## config.mk

```make
export PLATFORM = sky130hd
export DESIGN_NAME = window_generator_flat
export DESIGN_NICKNAME = d
export VERILOG_FILES = /design/src/rtl/img_pkg.sv /design/src/rtl/window_generator_if.sv /design/src/rtl/line_buffer.sv /design/src/rtl/window_generator.sv /design/src/flat_wrapper.sv
export SDC_FILE = /design/constraint.sdc
export NUM_CORES = 1
export LEC_CHECK = 0
export ABC_AREA = 1
export CAP_MARGIN = 0
export CORE_MARGIN = 2
export CORE_UTILIZATION = 37
export CTS_BUF_LIST = sky130_fd_sc_hd__clkbuf_2 sky130_fd_sc_hd__clkbuf_4 sky130_fd_sc_hd__clkbuf_8
export DETAILED_ROUTE_END_ITERATION = 16
export SLEW_MARGIN = 5
export SYNTH_ARGS = -nofsm -noshare
export SYNTH_HDL_FRONTEND = slang
export SYNTH_HIERARCHICAL = 1
export SYNTH_SLANG_ARGS = --single-unit
```

## constraint.sdc

```tcl
create_clock -name clk -period 2.7 [get_ports clk]
set_input_delay 0.675 -clock clk [delete_from_list [all_inputs] [get_ports clk]]
set_output_delay 0.675 -clock clk [all_outputs]
set_load 0.01 [all_outputs]
```

## src/rtl/img_pkg.sv

```systemverilog
// Pixel, pair, column and window types shared by the window generator and the smoothing stage.
// Tap j = 3*row + col (row 0 = top), lane i = centre column 2k+i.
package img_pkg;

  localparam int PIX_LANES = 2;
  localparam int WIN_TAPS  = 9;
  localparam int WIN_ROWS  = 3;

  typedef logic [7:0] pix_t;
  typedef pix_t [PIX_LANES-1:0] pair_t;
  typedef pair_t [WIN_ROWS-1:0] col_t;
  typedef pair_t [WIN_TAPS-1:0] win_t;

  typedef enum logic [1:0] {
    FILL,
    RUN,
    FLUSH
  } win_state_e;

  function automatic int tap_idx(input int r, input int c);
    return WIN_ROWS * r + c;
  endfunction

endpackage

```

## src/rtl/window_generator_if.sv

```systemverilog
// Pixel-pair input handshake plus stall-held window output bundle.
interface window_generator_if;
  import img_pkg::*;

  pair_t pix_in;
  logic  pix_valid;
  logic  in_ready;
  logic  stall;
  win_t  window;
  logic  win_valid;
  logic  win_last;

  modport master (
    output pix_in, pix_valid, stall,
    input  in_ready, window, win_valid, win_last
  );

  modport slave (
    input  pix_in, pix_valid, stall,
    output in_ready, window, win_valid, win_last
  );

endinterface

```

## src/rtl/line_buffer.sv

```systemverilog
// One line of pixel pairs: combinational read and registered write at the same address.
// Contents are never reset; the generator never emits a window that reads a stale entry.
module line_buffer
  import img_pkg::*;
#(
  parameter int DEPTH = 32,
  parameter int AW    = $clog2(DEPTH)
) (
  input  logic          clk,
  input  logic          we_i,
  input  logic [AW-1:0] addr_i,
  input  pair_t         wdata_i,
  output pair_t         rdata_o
);

  pair_t mem_q [DEPTH];

  always_ff @(posedge clk) begin
    if (we_i) begin
      mem_q[addr_i] <= wdata_i;
    end
  end

  assign rdata_o = mem_q[addr_i];

endmodule

```

## src/rtl/window_generator.sv

```systemverilog
// Builds two 3x3 neighbourhoods per accepted pixel pair; registered output one cycle after the forming edge.
// stall freezes accept, FSM, counters and outputs; one in_ready-low FLUSH cycle per line emits the right-edge window.
module window_generator
  import img_pkg::*;
#(
  parameter int IMG_WIDTH  = 64,
  parameter int IMG_HEIGHT = 64
) (
  input  logic clk,
  input  logic reset,
  window_generator_if.slave bus
);

  localparam int PAIRS = IMG_WIDTH / 2;
  localparam int KW    = $clog2(PAIRS);
  localparam int YW    = $clog2(IMG_HEIGHT);
  localparam logic [KW-1:0] K_LAST = KW'(PAIRS - 1);
  localparam logic [YW-1:0] Y_LAST = YW'(IMG_HEIGHT - 1);

  win_state_e    state_q, state_d;
  logic [KW-1:0] k_q, k_d;
  logic [YW-1:0] y_q, y_d;
  col_t          prev_q, prev_d, cur_q, cur_d, inc;
  pair_t         lb_old_rd, lb_new_rd;
  win_t          win_q, win_d;
  logic          win_vld_q, win_last_q;
  logic          in_ready, accept, emit, flush_last, clamp_l, clamp_r;

  assign in_ready = !bus.stall && (state_q != FLUSH);
  assign accept   = bus.pix_valid && in_ready;
  assign inc      = {bus.pix_in, lb_new_rd, lb_old_rd};

  line_buffer #(.DEPTH(PAIRS), .AW(KW)) u_lb_old (
    .clk     (clk),
    .we_i    (accept),
    .addr_i  (k_q),
    .wdata_i (lb_new_rd),
    .rdata_o (lb_old_rd)
  );

  line_buffer #(.DEPTH(PAIRS), .AW(KW)) u_lb_new (
    .clk     (clk),
    .we_i    (accept),
    .addr_i  (k_q),
    .wdata_i (bus.pix_in),
    .rdata_o (lb_new_rd)
  );

  always_ff @(posedge clk or negedge reset) begin
    if (!reset) begin
      state_q <= FILL;
      k_q     <= '0;
      y_q     <= '0;
      prev_q  <= '0;
      cur_q   <= '0;
    end else begin
      state_q <= state_d;
      k_q     <= k_d;
      y_q     <= y_d;
      prev_q  <= prev_d;
      cur_q   <= cur_d;
    end
  end

  // Counters already point past the line when FLUSH runs, so y_q == 0 means the frame wrapped.
  always_comb begin
    state_d    = state_q;
    k_d        = k_q;
    y_d        = y_q;
    prev_d     = prev_q;
    cur_d      = cur_q;
    emit       = 1'b0;
    flush_last = 1'b0;
    if (accept) begin
      prev_d = cur_q;
      cur_d  = inc;
      if (k_q == K_LAST) begin
        k_d = '0;
        y_d = (y_q == Y_LAST) ? '0 : y_q + 1'b1;
      end else begin
        k_d = k_q + 1'b1;
      end
    end
    unique case (state_q)
      FILL: begin
        if (accept && (k_q == K_LAST) && (y_q == YW'(1))) begin
          state_d = RUN;
        end
      end
      RUN: begin
        emit = accept && (k_q != '0);
        if (accept && (k_q == K_LAST)) begin
          state_d = FLUSH;
        end
      end
      FLUSH: begin
        if (!bus.stall) begin
          emit       = 1'b1;
          flush_last = (y_q == '0);
          state_d    = (y_q == '0) ? FILL : RUN;
        end
      end
      default: state_d = FILL;
    endcase
  end

  // cur_q holds the centre pair, prev_q the pair to its left, inc the pair to its right.
  assign clamp_l = (k_q == KW'(1));
  assign clamp_r = (state_q == FLUSH);

  always_comb begin
    win_d = '0;
    for (int r = 0; r < WIN_ROWS; r++) begin
      win_d[tap_idx(r, 0)][0] = clamp_l ? cur_q[r][0] : prev_q[r][1];
      win_d[tap_idx(r, 1)][0] = cur_q[r][0];
      win_d[tap_idx(r, 2)][0] = cur_q[r][1];
      win_d[tap_idx(r, 0)][1] = cur_q[r][0];
      win_d[tap_idx(r, 1)][1] = cur_q[r][1];
      win_d[tap_idx(r, 2)][1] = clamp_r ? cur_q[r][1] : inc[r][0];
    end
  end

  always_ff @(posedge clk or negedge reset) begin
    if (!reset) begin
      win_q      <= '0;
      win_vld_q  <= 1'b0;
      win_last_q <= 1'b0;
    end else if (!bus.stall) begin
      win_vld_q  <= emit;
      win_last_q <= flush_last;
      if (emit) begin
        win_q <= win_d;
      end
    end
  end

  assign bus.in_ready  = in_ready;
  assign bus.window    = win_q;
  assign bus.win_valid = win_vld_q;
  assign bus.win_last  = win_last_q;

endmodule
```

## src/flat_wrapper.sv

```systemverilog
// flat-port wrapper written by rule: the top's interface ports become plain ports
module window_generator_flat import img_pkg::*;
#(
  parameter int IMG_WIDTH  = 64,
  parameter int IMG_HEIGHT = 64
)
  (clk, reset, bus_pix_in, bus_pix_valid, bus_stall, bus_in_ready, bus_window, bus_win_valid, bus_win_last);
  window_generator_if bus_i ();
  input  logic clk;
  input  logic reset;
  input wire logic [$bits(bus_i.pix_in)-1:0] bus_pix_in;
  input wire logic [$bits(bus_i.pix_valid)-1:0] bus_pix_valid;
  input wire logic [$bits(bus_i.stall)-1:0] bus_stall;
  output wire logic [$bits(bus_i.in_ready)-1:0] bus_in_ready;
  output wire logic [$bits(bus_i.window)-1:0] bus_window;
  output wire logic [$bits(bus_i.win_valid)-1:0] bus_win_valid;
  output wire logic [$bits(bus_i.win_last)-1:0] bus_win_last;
  assign bus_i.pix_in = bus_pix_in;
  assign bus_i.pix_valid = bus_pix_valid;
  assign bus_i.stall = bus_stall;
  assign bus_in_ready = bus_i.in_ready;
  assign bus_window = bus_i.window;
  assign bus_win_valid = bus_i.win_valid;
  assign bus_win_last = bus_i.win_last;
  window_generator #(.IMG_WIDTH(IMG_WIDTH), .IMG_HEIGHT(IMG_HEIGHT)) u_core (.clk(clk), .reset(reset), .bus(bus_i));
endmodule
```

Yosys cells after proc, flatten, opt, wreduce, memory -nomap -nowiden
Memory sizes are Yosys's and may differ from the RTL's.
Cells that the tools add are included.
- register bits after elaboration: 183
- latch bits: 0
- bits in writable memories: 1024
- bits in read-only memories: 0
- output and inout port bits: 147
- memories kept: 2
- add/sub/neg operators: 2
- multipliers: 0
- divide/modulo/power cells: 0
- order comparisons: 0
- equality and inequality tests: 10
- shifts and indexed selects: 0
- mux-type cells: 18
- bitwise operators: 1
- reduce and logical (&&, ||, !) cells: 12
- memory list (memory ; words ; bits a word ; rd ports ; clocked after Yosys merged registers in ; wr ports ; RTL line ; text):
    u_core.u_lb_new.mem_q ; 32 ; 16 ; 1 ; 0 ; 1 ; line_buffer.sv:16 ; pair_t mem_q [DEPTH];
    u_core.u_lb_old.mem_q ; 32 ; 16 ; 1 ; 0 ; 1 ; line_buffer.sv:16 ;
- operator list (cell ; number):
    $mux 8 ; 6
    $add 6x1->6 const B ; 1
    $eq 6x1->1 const B ; 1
    $eq 6x6->1 const B ; 1
    $logic_not 6->1 ; 1
    $mux 2 ; 3
    $mux 6 ; 1
    $pmux 2 s3 ; 1
    $add 5x1->5 const B ; 1
    $eq 5x1->1 const B ; 1
    $eq 5x5->1 const B ; 1
    $logic_and 1x1->1 ; 5
    $mux 1 ; 5
    $mux 5 ; 1
    $reduce_bool 5->1 ; 1
    $ne 2x1->1 const B ; 2
    $ne 2x2->1 const B ; 2
    $reduce_and 2->1 ; 2
    $reduce_and 3->1 ; 1
    $eq 2x1->1 const B ; 1
    $eq 2x2->1 const B ; 1
    $logic_not 2->1 ; 1
    $pmux 1 s2 ; 1
    $logic_not 1->1 ; 1
    $not 1->1 ; 1

Depth between registers and ports, before layout
Gate-level depths: netlist (run 1).
- word-level depth: 7
- mapped depth: 16
- gate-level depth less buffers: 13

Hierarchy
The synthesis (run 1) kept the hierarchy.
- modules (own cells, without submodules) (module ; instances ; cells each ; area an instance (sq um)):
    line_buffer ; 2 ; 2058 ; 21620.7
    window_generator ; 1 ; 999 ; 8345.5

Worst setup path before layout (run 1)
No wires, ideal clock.
- kind: register -> register
- start: register u_core.state_q[0]
- end: memory u_core/u_lb_new/mem_q[14][0] (netlist bit) (enable)
- data arrival time: 2.522 ns
- data required time: 2.312 ns
- path slack: -0.210 ns
- cell stages (with the launch flop): 11
- buffers on the path: 3
- cell sequence: dfrtp_1 -> inv_1 -> ha_1 -> buf_2 -> nor2_4 -> nand2_1 -> buf_2 -> inv_2 -> buf_2 -> nand3_1 -> nor2_1
- longest elaborated chain between the ends: 5
- ends and longest elaborated chain (item ; RTL line ; text):
    start, declared ; window_generator.sv:20 ; win_state_e state_q, state_d;
    start signal, assigned ; window_generator.sv:57 ; state_q <= state_d;
    $ne 2x2->1 ; window_generator.sv:29 ; assign in_ready = !bus.stall && (state_q != FLUSH);
    $logic_and 1x1->1 ; window_generator.sv:29 ;
    named net bus_in_ready ; flat_wrapper.sv:14 ; output wire logic [$bits(bus_i.in_ready)-1:0] bus_in_ready;
    $logic_and 1x1->1 ; window_generator.sv:30 ; assign accept = bus.pix_valid && in_ready;
    named net u_core.accept ; window_generator.sv:27 ; logic in_ready, accept, emit, flush_last, clamp_l, clamp_r;
    $mux 1 ; line_buffer.sv:19 ; if (we_i) begin
    $mux 1 (implied by the code) ; line_buffer.sv:20 ; mem_q[addr_i] <= wdata_i;
    end, declared ; line_buffer.sv:16 ;
The timed path passes the listed nets, and every way through them passes these cells.

==> summary.txt, run 1 <==
Run status
  – Outcome: complete, no violations

Timing
  – Crit share post-route: 98.3%
  – Final hold vios: 0
  – Final setup fails: 0
  – Relative slew slack: 56.9%
  – Clock skew: 63.7 ps
  – Worst-Margin Slew: 644 ps
  – Final Critical Period: 2650 ps
  – Max Freq: 377 MHz
  – Unrepaired setup endpoints after global routing: yes
  – Pins Over Slew Limit: 0

GRT
  – Number of global-route vias before repair: 34.3k
  – Initial antenna violation count: 3
  – Total gr overflow: 0
  – Largest net degree at the start of global routing: 97
  – GRT Resource Usage Total: 19.2%
  – First-pass GRT wire length: 207000 um

Drt
  – DRC viols: 0
  – First drt pass iteration count: 5
  – Final ANT Viol Nets: 0
  – Drt total wl: 138000 um
  – Starting DRC count in detailed routing: 3448
  – Vias: 35.6k
  – Vias per cell: 4.77
  – Avg WL per Cell: 18.5 um

Synthesis
  – Share of the synthesized area in the top cell type: 59.6%
  – Synth Net Count: 5146
  – Synth Instances: 5115
  – Post-Syn Area: 51600 um^2
  – Synth top area cells: edfxtp_1, nand2_1, dfrtp_1
  – Yosys top cell by area: edfxtp_1
  – Synth warnings: 6
  – Register area share after synthesis: 68.5%
  – Syn avg cell area: 10.1 um^2
  – Yosys reg bits: 1207
  – Number of library cell types mapped by synthesis: 29

Worst setup path
  – Critical path capture point type: register
  – Worst path required time: 3500 ps
  – Data arrival time of the worst path: 3450 ps
  – Worst Path Max Fanout: 96
  – Startpoint Class: register
  – WS Path Type: register to register

Floorplan
  – Initial core utilization: 37.1%
  – Core ar.: 139000 um^2
  – Die ar.: 142000 um^2
  – Die Ht: 377 um
  – Rows: 137
  – Io pins: 167
  – Die Wd: 377 um

Clock network
  – CTS tree: built
  – CTS Sinks: 1207
  – Clock transition at path regs: 60 ps
  – Clk_lat worst skew: 940 ps
  – Root Driver: clkbuf_8
  – H-tree levels: 4
  – Num CTS Buffers: 190
  – Max clock buf depth: 3

Layout
  – Fin nets: 5466
  – Share of cells above drive strength 1: 11.6%
  – Fillers: 13.2k
  – P&R area growth vs syn: 18.2%
  – Final cell count without fillers: 7463
  – Final core occ: 43.8%

Run
  – Max-cap violations: 0

Power and ir drop
  – Pwr dens: 941 nW/um^2
  – Max IR drop VDD: 0.833 mV
  – PnR Total Power: 57.4 mW
  – P_leak: 26.0 nW

Placed design
  – Port Buffers: 166
  – HPWL Detailed: 86500 um
  – Dpl cells: 7117
  – Placer Congestion: 0.841

Min path
  – HP Class: input port to asynchronous set/reset pin
cells in the final DEF (no fill, tap or decap), types with 3 or more instances in the layout:
master           Yosys  final
clkinv_2             0     24
clkinv_8             0      4
inv_8                0      7
buf_16               0      3
nor2_1             140    108
nand4_1             24     24
bufinv_16            0      8
clkbuf_8             0    198
buf_12               0    107
nand2_2              0      3
inv_4                6      6
inv_2                5      4
ha_1                11      9
nor2_2               1     33
buf_4               71    152
clkbuf_4             0     64
dfrtp_1            183    180
o21ai_0             86     85
edfxtp_1          1024   1024
nand3_1            111    111
clkinvlp_4           0      4
clkinv_1             1     36
nand3_2              4      4
nor3_4              16     16
clkdlybuf4s50_1      0    164
inv_1               68     67
nand2_1           3120   3117
area by class of cell:
| class | count | area (um^2) | area share (%) |
|---|---|---|---|
| sequential | 1207 | 35300 | 58.0 |
| multi-input combinational | 3524 | 14000 | 23.0 |
| timing repair buffer | 432 | 5080 | 8.34 |
| clock buffer | 261 | 3190 | 5.24 |
| tap | 1876 | 2350 | 3.85 |
| clock inverter | 81 | 647 | 1.06 |
| inverter | 80 | 335 | 0.550 |
| antenna | 2 | 5.00 | 0.00821 |
final timing paths:
path                                       start                     end  slack [ps]  depth (start not counted)
setup / recovery                   u_core/k_q[0]   u_core/bus.window[88]          50                         14
hold / removal                             reset   u_core/bus.window[52]         340                          2
setup reg to reg                   u_core/k_q[0]   u_core/bus.window[88]          50                         14
hold reg to reg            u_core/bus.window[99]   u_core/bus.window[99]         470                          2
max in group asynchronous                  reset  u_core/bus.window[131]        1640                          3
min in group clk           u_core/bus.window[99]   u_core/bus.window[99]         470                          2
registers in the layout, indices dropped and copies added, names as in the netlist:
register,count
u_core/bus.window,96
u_core/u_lb_new/mem_q,512
u_core/prev_q,24
u_core/u_lb_old/mem_q,512
u_core/state_q,2
u_core/k_q,5
u_core/cur_q,48
u_core/y_q,6
u_core/bus.win_valid,1
u_core/bus.win_last,1
through the flow:
step	setup TNS [ps]	worst slack, ps	hold WS, ps	cell area, um^2
floorplan	-114110	-210	379	51700
global placement	-10850	-81.1	456	57000
detailed placement	-584	-14.2	457	57000
CTS	0	1.88	273	60900
global route	-196	-68.1	344	61000
finish	0	46.6	337	61000
power breakdown:
| group | leakage [nW] | total [mW] | switching (mW) | internal, mW |
|---|---|---|---|---|
| Combinational | 12.3 | 17.4 | 12.7 | 4.69 |
| Sequential | 11.7 | 24.3 | 0.514 | 23.8 |
| Clock | 2.03 | 15.7 | 7.28 | 8.45 |
| Total | 26.0 | 57.4 | 20.5 | 36.9 |
cells in the mapped netlist:
cell type	instances
buf_4	71
inv_2	5
dfrtp_1	183
nand3_1	111
buf_2	117
o31ai_1	1
nor3_1	1
o21ai_0	86
nor2_2	1
clkbuf_1	51
nor2_1	140
xor2_1	1
nand3_2	4
edfxtp_1	1024
and3_1	1
nor3_4	16
xnor2_1	2
nand4_1	24
nand2_1	3120
ha_1	11
nand2_4	2
clkinv_1	1
nand3b_1	1
buf_1	1
nor2_4	1
inv_1	68
inv_4	6
a21oi_1	1
buf_6	64
worst max-delay path, stage by stage (launching register included):
cell and delay [ps]:
dfrtp_4 590, buf_16 270, nand2_1 120, nand2_1 60, nand2_1 80, nand2_1 70, nand2_1 110, nand2_2 100
nor2_1 300, nand2_1 160, buf_12 200, inv_1 110, o21ai_0 90, nand3_1 110, nand2_1 50
routing by layer:
metal	vias up	GRT usage [%]	wire length, um
li1	17125	-	-
met1	17006	27.2	61400
met2	1217	30.2	63600
met3	214	3.13	9620
met4	0	6.02	3360
met5	-	0	0
logic make-up (layout without fill, tap and decap cells):
group / Yosys count / after routing / share of synthesized area, %
AOI/OAI and AO/OA: 88 / 88 / 0.859
other: 0 / 2 / 0
xor gates and xnor gates: 3 / 3 / 0.0509
and+or+nand+nor: 3422 / 3422 / 25.8
adders and majority gates: 11 / 11 / 0.267
DFF: 1207 / 1207 / 68.5
buffers and inverters: 384 / 854 / 4.55
repair_timing:
item,in CTS,in global routing
gates cloned,0,1
setup buffers,2,0
hold buffers,1,0
hold endpoints to repair,58,0
endpoints found under the setup margin,3,37
gates resized for setup,6,12
pin swaps,1,0
(Power assumes the default switching activity.)
==> run 2: changes to the inputs <==
--- a/config.mk
+++ b/config.mk
@@ -11,6 +11,7 @@
 export CORE_UTILIZATION = 37
 export CTS_BUF_LIST = sky130_fd_sc_hd__clkbuf_2 sky130_fd_sc_hd__clkbuf_4 sky130_fd_sc_hd__clkbuf_8
 export DETAILED_ROUTE_END_ITERATION = 16
+export GPL_ROUTABILITY_DRIVEN = 0
 export SLEW_MARGIN = 5
 export SYNTH_ARGS = -nofsm -noshare
 export SYNTH_HDL_FRONTEND = slang
==> run 2 against run 1 <==
Compared with the run above:
- power fell by 0.64%
- clock-buffer cell count fell by 4
- die area did not move
- critical path type unchanged
- critical endpoint is now u_core/cur_q[24]
- highest routed layer unchanged
==> summary.txt, run 2 (synthesis results as in run 1) <==
Run status
  – Outcome: complete, no violations

Clock network
  – Num CTS Buffers: 190 (unchanged)
  – H-tree levels: 4 (unchanged)
  – Root Driver: clkbuf_8
  – Clock transition at path regs: 60 ps (about the same)
  – CTS Sinks: 1207 (unchanged)
  – Clk_lat worst skew: 910 ps (-30 ps)
  – Max clock buf depth: 3 (unchanged)
  – CTS tree: built

GRT
  – First-pass GRT wire length: 208000 um (+0.24%)
  – Total gr overflow: 0 (unchanged)
  – Initial antenna violation count: 4 (+1)
  – GRT Resource Usage Total: 19.3% (+0.095 points)
  – Number of global-route vias before repair: 34.0k (-0.65%)
  – Largest net degree at the start of global routing: 100 (+3.1%)

Timing
  – Max Freq: 383 MHz (+1.6%)
  – Pins Over Slew Limit: 0 (unchanged)
  – Crit share post-route: 96.7% (-1.6 points)
  – Final hold vios: 0 (unchanged)
  – Final setup fails: 0 (unchanged)
  – Relative slew slack: 54.6% (-2.3 points)
  – Total negative setup slack: 0 ps (unchanged)
  – Worst-Margin Slew: 681 ps (+36.7 ps)
  – Worst hold margin: 346 ps (+8.51 ps)
  – Clock skew: 43.8 ps (-19.8 ps)
  – Final Critical Period: 2610 ps (-42.1 ps)

Drt
  – DRC viols: 0 (unchanged)
  – Starting DRC count in detailed routing: 3566 (+3.4%)
  – Drt total wl: 139000 um (+0.93%)
  – Final ANT Viol Nets: 0 (unchanged)
  – Vias per cell: 4.76 (about the same)
  – First drt pass iteration count: 6 (+1)
  – Vias: 35.6k (-0.0056%)
  – Avg WL per Cell: 18.6 um (+0.85%)

Power and ir drop
  – Max IR drop VDD: 1.06 mV (+27%)
  – Pwr dens: 935 nW/um^2 (-0.71%)
  – P_leak: 26.1 nW (+0.11%)

Floorplan
  – Die ar.: 142000 um^2 (unchanged)
  – Initial core utilization: 37.1% (unchanged)
  – Die Wd: 377 um (unchanged)
  – Io pins: 167 (unchanged)
  – Rows: 137 (unchanged)
  – Core ar.: 139000 um^2 (unchanged)
  – Die Ht: 377 um (unchanged)

Layout
  – Fin nets: 5479 (+0.24%)
  – Commonest non-fill, non-tap cell in the layout: nand2_1
  – Final cell count without fillers: 7469 (+0.080%)
  – Share of cells above drive strength 1: 11.7% (+0.043 points)
  – Final core occ: 43.9% (about the same)
  – Most frequent cells in the layout: nand2_1, edfxtp_1, clkbuf_8, dfrtp_1, clkdlybuf4s50_1
  – Design area: 61000 um^2 (about the same)
  – P&R area growth vs syn: 18.2% (about the same)

Placed design
  – HPWL Detailed: 87300 um (+0.86%)
  – Dpl cells: 7121 (+0.056%)
  – Area after DPL: 57100 um^2 (+0.14%)
  – Port Buffers: 166 (unchanged)

Worst setup path
  – Worst r2r dst: u_core/cur_q[24]
  – Startpoint Class: register
  – Worst path required time: 3450 ps (-50 ps)
  – Critical path origin: u_core/k_q[0]
  – CP endpoint: u_core/cur_q[24]
  – Worst Path Max Fanout: 33 (-66%)
  – Data arrival time of the worst path: 3360 ps (-90 ps)
  – Flop2flop setup slack: 90 ps (+40 ps)
  – R2R cell count: 14 (unchanged)
  – Critical path capture point type: register
  – WS Path Type: register to register
  – Start of the worst register-to-register path: u_core/k_q[0]

Min path
  – HP Class: input port to asynchronous set/reset pin

Run
  – Max-cap violations: 0 (unchanged)
[run 2: repair_timing]
action / CTS / global route
gates resized for setup: 7 / 16
hold buffers: 1 / 0
cloned: 0 / 4
endpoints found under the setup margin: 5 / 59
hold endpoints to repair: 66 / 0
pin swaps: 1 / 0
buffers inserted: 3 / 4
[run 2: final cells by class]
type | count | area, um^2
antenna | 3 | 7.51
clock buffer | 257 | 3210
clock inverter | 77 | 442
fill | 13108 | 78000
inverter | 80 | 335
multi-input combinational | 3524 | 14000
sequential | 1207 | 35300
tap | 1876 | 2350
timing repair buffer | 445 | 5300
[run 2: report_power, final]
part | total [mW] | internal (mW) | switching (mW)
Sequential | 24.3 | 23.8 | 0.494
Clock | 15.0 | 7.81 | 7.21
Combinational | 17.8 | 4.86 | 12.9
Total | 57.0 | 36.4 | 20.6
[run 2: metal layers]
metal | track usage, % | wire (um) | vias up | part of all wire (%)
met5 | 0 | 0 | - | 0
met4 | 6.28 | 3550 | 0 | 2.5
met3 | 3.90 | 9960 | 205 | 7.2
met2 | 30.3 | 64800 | 1174 | 47
met1 | 26.8 | 60900 | 17027 | 44
li1 | - | - | 17154 | -
[run 2: worst min-delay path by stage]
stage                           from               endpoint  slack (ps)  cells past startpoint
2_1_floorplan                  reset    u_core/bus.win_last         380                      0
3_5_place_dp       u_core/prev_q[15]      u_core/prev_q[15]         470                      2
4_1_cts                        reset  u_core/bus.window[40]         290                      2
6_report                       reset  u_core/bus.window[52]         350                      2
5_1_grt                        reset  u_core/bus.window[52]         340                      2
3_3_place_gp   u_core/bus.window[53]  u_core/bus.window[53]         460                      2
[run 2: through the flow]
step	worst slack (ps)	total power, mW
after floorplan	-210	33.4
after global placement	-148	42.0
after detailed placement	-168	42.1
after CTS	7.65	57.1
after global routing	-1.20	59.7
final	88.7	57.0
[run 2: worst max-delay path: stages, from the launching register on]
cell     delay, ps
dfrtp_4        510
buf_12         160
buf_12         150
buf_12         160
nand2_1         90
nand2_1         70
nand2_1         80
nand2_1         60
nand2_1         50
nand2_1        110
nor2_1         420
nand2_1        190
buf_12         220
nand2_1         80
o21ai_0         70
